### config.mk
export PLATFORM = sky130hd
export DESIGN_NAME = pixel_write_scheduler
export DESIGN_NICKNAME = d
export VERILOG_FILES = /design/src/rtl/gpu_defs.sv /design/src/rtl/pixel_fifo.sv /design/src/rtl/pixel_write_scheduler.sv
export SDC_FILE = /design/constraint.sdc
export NUM_CORES = 1
export LEC_CHECK = 0
export ABC_AREA = 1
export CORE_ASPECT_RATIO = 1.2
export CORE_UTILIZATION = 35
export DETAILED_ROUTE_END_ITERATION = 7
export PLACE_DENSITY = 0.5
export SLEW_MARGIN = 20
export SYNTH_ARGS = -nofsm -noshare
export SYNTH_HDL_FRONTEND = slang
export SYNTH_SLANG_ARGS = --single-unit
### constraint.sdc
create_clock -name i_clk -period 5.17 [get_ports i_clk]
set_input_delay 1.034 -clock i_clk [delete_from_list [all_inputs] [get_ports i_clk]]
set_output_delay 1.034 -clock i_clk [all_outputs]
set_load 0.1 [all_outputs]
### src/rtl/gpu_defs.sv
// gpu_defs: shared display geometry defaults, pixel-entry field widths and scheduler states
package gpu_defs;

    localparam int H_RES_DEF   = 640;
    localparam int V_RES_DEF   = 480;
    localparam int COLOR_W_DEF = 12;
    localparam int ADDR_W_DEF  = 19;
    localparam int COORD_W     = 10;

    typedef enum logic {
        IDLE = 1'b0,
        FILL = 1'b1
    } state_t;

endpackage

### src/rtl/pixel_fifo.sv
// pixel_fifo: synchronous FIFO with flush, accepting a push while full when a pop happens in the same cycle
module pixel_fifo #(
    parameter int WIDTH = 32,
    parameter int DEPTH = 4
) (
    input  logic                     clk,
    input  logic                     reset,
    input  logic                     push,
    input  logic                     pop,
    input  logic                     flush,
    input  logic [WIDTH-1:0]         din,
    output logic [WIDTH-1:0]         dout,
    output logic                     full,
    output logic                     empty,
    output logic [$clog2(DEPTH):0]   count
);
    localparam int AW = $clog2(DEPTH);

    logic [WIDTH-1:0] mem [DEPTH];
    logic [AW-1:0]    rd_ptr, wr_ptr;
    logic             do_pop, do_push;

    assign empty   = (count == '0);
    assign full    = (count == (AW+1)'(DEPTH));
    assign do_pop  = pop && !empty && !flush;
    assign do_push = push && (flush || !full || do_pop);
    assign dout    = mem[rd_ptr];

    // flush empties the queue, yet a push in the same cycle still lands as the sole entry
    always_ff @(posedge clk) begin
        if (reset) begin
            rd_ptr <= '0;
            wr_ptr <= '0;
            count  <= '0;
        end else if (flush) begin
            rd_ptr <= '0;
            wr_ptr <= push ? AW'(1) : '0;
            count  <= push ? (AW+1)'(1) : '0;
        end else begin
            rd_ptr <= do_pop ? rd_ptr + AW'(1) : rd_ptr;
            wr_ptr <= do_push ? wr_ptr + AW'(1) : wr_ptr;
            count  <= count + (do_push ? (AW+1)'(1) : '0) - (do_pop ? (AW+1)'(1) : '0);
        end
    end

    // storage write; after a flush the new entry goes to slot 0
    always_ff @(posedge clk) begin
        if (do_push) mem[flush ? '0 : wr_ptr] <= din;
    end

endmodule

### src/rtl/pixel_write_scheduler.sv
// pixel_write_scheduler: queues pixel writes and full-frame fills, issuing framebuffer writes only on blanking grants
module pixel_write_scheduler
    import gpu_defs::*;
#(
    parameter int H_RES      = H_RES_DEF,
    parameter int V_RES      = V_RES_DEF,
    parameter int ADDR_W     = ADDR_W_DEF,
    parameter int COLOR_W    = COLOR_W_DEF,
    parameter int FIFO_DEPTH = 4
) (
    input  logic               i_clk,
    input  logic               i_reset,
    input  logic               i_set_pixel,
    input  logic [9:0]         i_pixel_x,
    input  logic [9:0]         i_pixel_y,
    input  logic [COLOR_W-1:0] i_color,
    input  logic               i_fill,
    input  logic               i_blank,
    output logic               o_fb_we,
    output logic [ADDR_W-1:0]  o_fb_addr,
    output logic [COLOR_W-1:0] o_fb_data,
    output logic               o_busy,
    output logic               o_overflow
);
    localparam int ENTRY_W = 2*COORD_W + COLOR_W;
    localparam int CNT_W   = $clog2(FIFO_DEPTH) + 1;
    localparam logic [ADDR_W-1:0] LAST = ADDR_W'(H_RES*V_RES - 1);

    state_t             state, state_nxt;
    logic [ADDR_W-1:0]  fill_cnt, pix_addr, addr_nxt;
    logic [COLOR_W-1:0] fill_color, data_nxt, hcolor;
    logic [ENTRY_W-1:0] head;
    logic [CNT_W-1:0]   count;
    logic [COORD_W-1:0] hx, hy;
    logic               full, empty, pop, push_ok, in_range, we_nxt, busy_nxt;

    assign {hx, hy, hcolor} = head;

    pixel_fifo #(.WIDTH(ENTRY_W), .DEPTH(FIFO_DEPTH)) u_fifo (
        .clk   (i_clk),
        .reset (i_reset),
        .push  (i_set_pixel),
        .pop   (pop),
        .flush (i_fill),
        .din   ({i_pixel_x, i_pixel_y, i_color}),
        .dout  (head),
        .full  (full),
        .empty (empty),
        .count (count)
    );

    if (H_RES == 640) begin : g_shift
        assign pix_addr = (ADDR_W'(hy) << 9) + (ADDR_W'(hy) << 7) + ADDR_W'(hx);
    end else begin : g_mul
        assign pix_addr = ADDR_W'(hy) * ADDR_W'(H_RES) + ADDR_W'(hx);
    end

    assign in_range = (32'(hx) < H_RES) && (32'(hy) < V_RES);
    assign pop      = (state == IDLE) && !empty && i_blank && !i_fill;
    assign push_ok  = i_set_pixel && (i_fill || !full || pop);

    // next state and next values of the registered write port; a fill request preempts any write this cycle
    always_comb begin
        state_nxt = state;
        we_nxt    = 1'b0;
        addr_nxt  = '0;
        data_nxt  = '0;
        if (i_fill) begin
            state_nxt = FILL;
        end else if (state == FILL && i_blank) begin
            we_nxt    = 1'b1;
            addr_nxt  = fill_cnt;
            data_nxt  = fill_color;
            state_nxt = (fill_cnt == LAST) ? IDLE : FILL;
        end else if (pop && in_range) begin
            we_nxt   = 1'b1;
            addr_nxt = pix_addr;
            data_nxt = hcolor;
        end
        busy_nxt = (state_nxt == FILL) || push_ok || (count > CNT_W'(pop));
    end

    // state register
    always_ff @(posedge i_clk) begin
        if (i_reset) state <= IDLE;
        else         state <= state_nxt;
    end

    // fill sequencing plus registered framebuffer port, busy and sticky overflow
    always_ff @(posedge i_clk) begin
        if (i_reset) begin
            fill_cnt   <= '0;
            fill_color <= '0;
            o_fb_we    <= 1'b0;
            o_fb_addr  <= '0;
            o_fb_data  <= '0;
            o_busy     <= 1'b0;
            o_overflow <= 1'b0;
        end else begin
            if (i_fill) begin
                fill_cnt   <= '0;
                fill_color <= i_color;
            end else if (state == FILL && i_blank) begin
                fill_cnt <= (fill_cnt == LAST) ? '0 : fill_cnt + ADDR_W'(1);
            end
            o_fb_we    <= we_nxt;
            o_fb_addr  <= addr_nxt;
            o_fb_data  <= data_nxt;
            o_busy     <= busy_nxt;
            o_overflow <= o_overflow || (i_set_pixel && !push_ok);
        end
    end

endmodule

==> impl_metrics.csv <==
group,metric,value,unit
placed_design,pre_cts_ws,1375,ps
critical_path,timing.critical_path.arrival,3800,ps
cells_and_area,mostFrequentLayoutCell,"sky130_fd_sc_hd__nand2_1",
clock_tree,cts_resized,0,
global_routing,global_route_wire_length_before_repair,31460,µm
cells_and_area,share_of_layout_cells_above_drive_strength_1,5.809,%
critical_path,worst_r2r_path_depth,16,
die,boundaryPins,71,
power_and_ir_drop,p_sw_share,23.56,%
clock_tree,clock_path_buffers,3,
die,core,0.02405,mm²
synth,syn_area,0.008593,mm²
route,drt_drc_violations_left,0,
global_routing,track_usage,15.98,%
route,drt.antenna.violating_nets,0,
route,route.layer.met1.wl,8985,µm
clock_tree,cts.root.buffer_cell,"sky130_fd_sc_hd__clkbuf_16",
clock_tree,clkSinkCount,203,
placed_design,port_buffers,70,
critical_path,worstReg2RegEnd,"o_fb_addr[14]",
cells_and_area,most_frequent_cells_in_the_layout,"sky130_fd_sc_hd__nand2_1 (202), sky130_fd_sc_hd__edfxtp_1 (128), sky130_fd_sc_hd__nor2_1 (94)",
worst_hold_path,min_path_cells,2,
sta,post-route-worst-setup-slack,1702,ps
die,initial_utilization,35.73,%
critical_path,r2r_slack,1700,ps
sta,fin_setup_tns,0,ps
route,met2_wirelength,9615,µm
die,die_y,173.6,µm
synth,ys_warn_count,0,
clock_tree,cts-hold-fix-buffers,0,
route,met3RoutedLength,858,µm
sta,final_period_minus_worst_setup_slack,3468,ps
route,drt_iter0_markers,310,
route,firstDrtPassIters,5,
worst_hold_path,hold_path_end,"fill_color[3]",
route,highest-signal-layer,"met4",
sta,f_max,288.4,MHz
synth,seq_area_frac_synth,62.20,%
placed_design,routability_cong,0.7926,
power_and_ir_drop,clock_power_share,41.7,%
sta,skew,18.82,ps
placed_design,numPlacedInstances,1242,
die,floorplan.die.width,145.0,µm
route,num_vias,6120,
critical_path,critPathCaptureType,"register",
synth,syn-instance-count,877,
power_and_ir_drop,cellPowerDensity,349.6,mW/mm²
job,max_cap_violations,0,
power_and_ir_drop,power.leakage,3.922,nW
global_routing,global_route.overflow_total,0,
critical_path,critical_path.startpoint_type,"register",
global_routing,grt_start_max_net_pins,37,
clock_tree,cts_post_setup_buffers_inserted,0,
clock_tree,htree_num_levels,1,
sta,tightest_slew,1025,ps
run_status,status,"finished clean",
sta,setup-violations-final,0,
clock_tree,worst_skew_pair.late_latency,510,ps
route,finalWirelength,19770,µm
synth,synth_fp_nets,942,
sta,final_period_utilization,67.08,%
cells_and_area,ant_diodes,0,
power_and_ir_drop,sequential_power_share,49.0,%
synth,post_synth_num_cell_types,30,
synth,number_of_register_bits_inferred_by_synthesis,203,
power_and_ir_drop,worst_ir_drop_vdd,261.7,µV
cells_and_area,final-instance-count-excl-fill,1284,
clock_tree,cts_tree,"yes",
global_routing,first_global_vias,5880,
power_and_ir_drop,power.combinational.fraction,9.3,%
clock_tree,tritoncts.num_buffers,23,
power_and_ir_drop,power.switching,852.0,µW
critical_path,criticalPathCategory,"reg -> reg",
route,post_drt_wl_per_cell,15.40,µm
route,vias_per_cell,4.766,
sta,rsz0062_at_grt,"no",
cells_and_area,area_delta_synth_final,20.36,%
clock_tree,worst_setup_hold_path_clk_slew,60,ps
critical_path,crit_path_max_fanout,27,
sta,max_slew_margin,31.60,%
critical_path,required,5500,ps
placed_design,detailedPlacementHpwl,12500,µm
global_routing,number_of_antenna_violations_at_the_first_check_in_global_routing,0,
power_and_ir_drop,cell_internal_pwr,2.764,mW
worst_hold_path,start_point_of_the_worst_min_delay_path,"fill_color[3]",
sta,finalMaxSlewViolations,0,
die,design.die.area,0.02519,mm²
die,std_cell_rows,62,
worst_hold_path,min_path_type,"reg -> reg",
sta,hold_viol_final,0,
cells_and_area,fin_nets,1012,
synth,mean_post_synth_cell_area,9.798,µm²
## how the worst max path moves through the flow
stage | end | slack [ps] | cells past startpoint | startpoint
after floorplan | u_fifo.mem[2][0] | 850 | 6 | i_fill
after global placement | u_fifo.mem[0][14] | 1400 | 9 | i_fill
after detailed placement | u_fifo.mem[0][16] | 1370 | 9 | i_fill
after CTS | o_fb_addr[14] | 1630 | 16 | register
after global routing | o_fb_addr[14] | 1270 | 15 | register
final | o_fb_addr[14] | 1700 | 16 | register
## metrics by stage
step	cell area [µm²]	total power, mW	hold slack (ps)	util [%]
2_1_floorplan	8593	2.031	409.2	-
3_3_place_gp	9644	2.152	419.4	40.10
3_5_place_dp	9644	2.150	424.7	40.10
4_1_cts	10340	3.657	438.4	43.01
5_1_grt	10340	3.766	454.2	43.01
6_report	10340	3.616	437.0	43.01
## per-layer routing
| layer | track usage (%) | up-vias |
|---|---|---|
| met3 | 2.447 | 26 |
| li1 | - | 3090 |
| met2 | 27.50 | 119 |
| met4 | 4.078 | 0 |
| met5 | 0 | - |
| met1 | 20.91 | 2885 |
## flip-flops by register name (all words and copies together) (netlist names), named ones only
| signal | count |
|---|---|
| u_fifo.count | 3 |
| state | 1 |
| o_busy | 1 |
| o_fb_addr | 19 |
| u_fifo.wr_ptr | 2 |
| o_overflow | 1 |
| u_fifo.mem | 128 |
| fill_color | 12 |
| o_fb_data | 12 |
| o_fb_we | 1 |
| fill_cnt | 19 |
| u_fifo.rd_ptr | 2 |
## synth_stat cells
cell,count,area (µm²)
sky130_fd_sc_hd__nand2_1,202,758.2
sky130_fd_sc_hd__inv_2,2,7.510
sky130_fd_sc_hd__edfxtp_1,128,3844
sky130_fd_sc_hd__xnor2_1,3,26.28
sky130_fd_sc_hd__buf_1,3,11.26
sky130_fd_sc_hd__a21oi_1,38,190.2
sky130_fd_sc_hd__fa_1,3,60.06
sky130_fd_sc_hd__xor2_1,13,113.9
sky130_fd_sc_hd__buf_2,13,65.06
sky130_fd_sc_hd__ha_1,25,312.8
sky130_fd_sc_hd__or2_2,2,12.51
sky130_fd_sc_hd__inv_1,83,311.6
sky130_fd_sc_hd__nand4_1,9,56.30
sky130_fd_sc_hd__a32oi_1,2,17.52
sky130_fd_sc_hd__clkbuf_1,17,63.81
sky130_fd_sc_hd__o21ai_1,1,5.000
sky130_fd_sc_hd__nand3_1,56,280.3
sky130_fd_sc_hd__o21ai_0,60,300.3
sky130_fd_sc_hd__nor3_1,12,60.06
sky130_fd_sc_hd__nor2_4,1,11.26
sky130_fd_sc_hd__nor2_1,95,356.6
sky130_fd_sc_hd__nand3b_1,3,22.52
sky130_fd_sc_hd__o31ai_1,1,7.510
sky130_fd_sc_hd__o21bai_1,1,7.510
sky130_fd_sc_hd__o21a_1,1,7.510
sky130_fd_sc_hd__o22ai_1,22,137.6
sky130_fd_sc_hd__buf_4,4,30.03
sky130_fd_sc_hd__o21ai_2,1,8.760
sky130_fd_sc_hd__dfxtp_1,75,1501
sky130_fd_sc_hd__nor4_1,1,6.260
## logic make-up (layout without fill, tap and decap cells)
logic type / after synthesis / in the layout / synth area share (%)
xor gates and xnor gates: 16 / 16 / 1.631
AOI/OAI and AO/OA: 127 / 127 / 7.935
DFF: 203 / 203 / 62.20
buffers and inverters: 122 / 209 / 5.693
and+or+nand+nor: 381 / 381 / 18.20
adders and majority gates: 28 / 28 / 4.339
## critical path: stages (launching register included)
cell	delay, ps
sky130_fd_sc_hd__dfxtp_2	590
sky130_fd_sc_hd__buf_4	370
sky130_fd_sc_hd__nand2_1	90
sky130_fd_sc_hd__a32oi_1	400
sky130_fd_sc_hd__inv_1	120
sky130_fd_sc_hd__fa_1	540
sky130_fd_sc_hd__fa_1	470
sky130_fd_sc_hd__inv_1	90
sky130_fd_sc_hd__nand2_1	50
sky130_fd_sc_hd__nand3_1	110
sky130_fd_sc_hd__nand3_1	100
sky130_fd_sc_hd__nand2_1	70
sky130_fd_sc_hd__nand2_1	50
sky130_fd_sc_hd__nand2_1	60
sky130_fd_sc_hd__inv_1	40
sky130_fd_sc_hd__nand2_1	50
sky130_fd_sc_hd__a21oi_1	60
## final cells by class
type | instances | area [µm²]
clock inverters | 12 | 86.33
flip-flops and latches | 203 | 5346
fillers | 2333 | 13710
well taps | 320 | 400.4
repair buffers | 82 | 790.8
clock buffers | 30 | 611.8
inverters | 85 | 319.1
multi-input cells | 552 | 2788
## power groups by stage
stage / logic, mW / registers, mW / clock network, mW
final: 0.336 / 1.77 / 1.51
after global routing: 0.386 / 1.78 / 1.60
after CTS: 0.345 / 1.77 / 1.54
after detailed placement: 0.343 / 1.81 / 0
after global placement: 0.345 / 1.81 / 0
after floorplan: 0.207 / 1.82 / 0
Note: power is estimated with default switching activity, not from simulation.
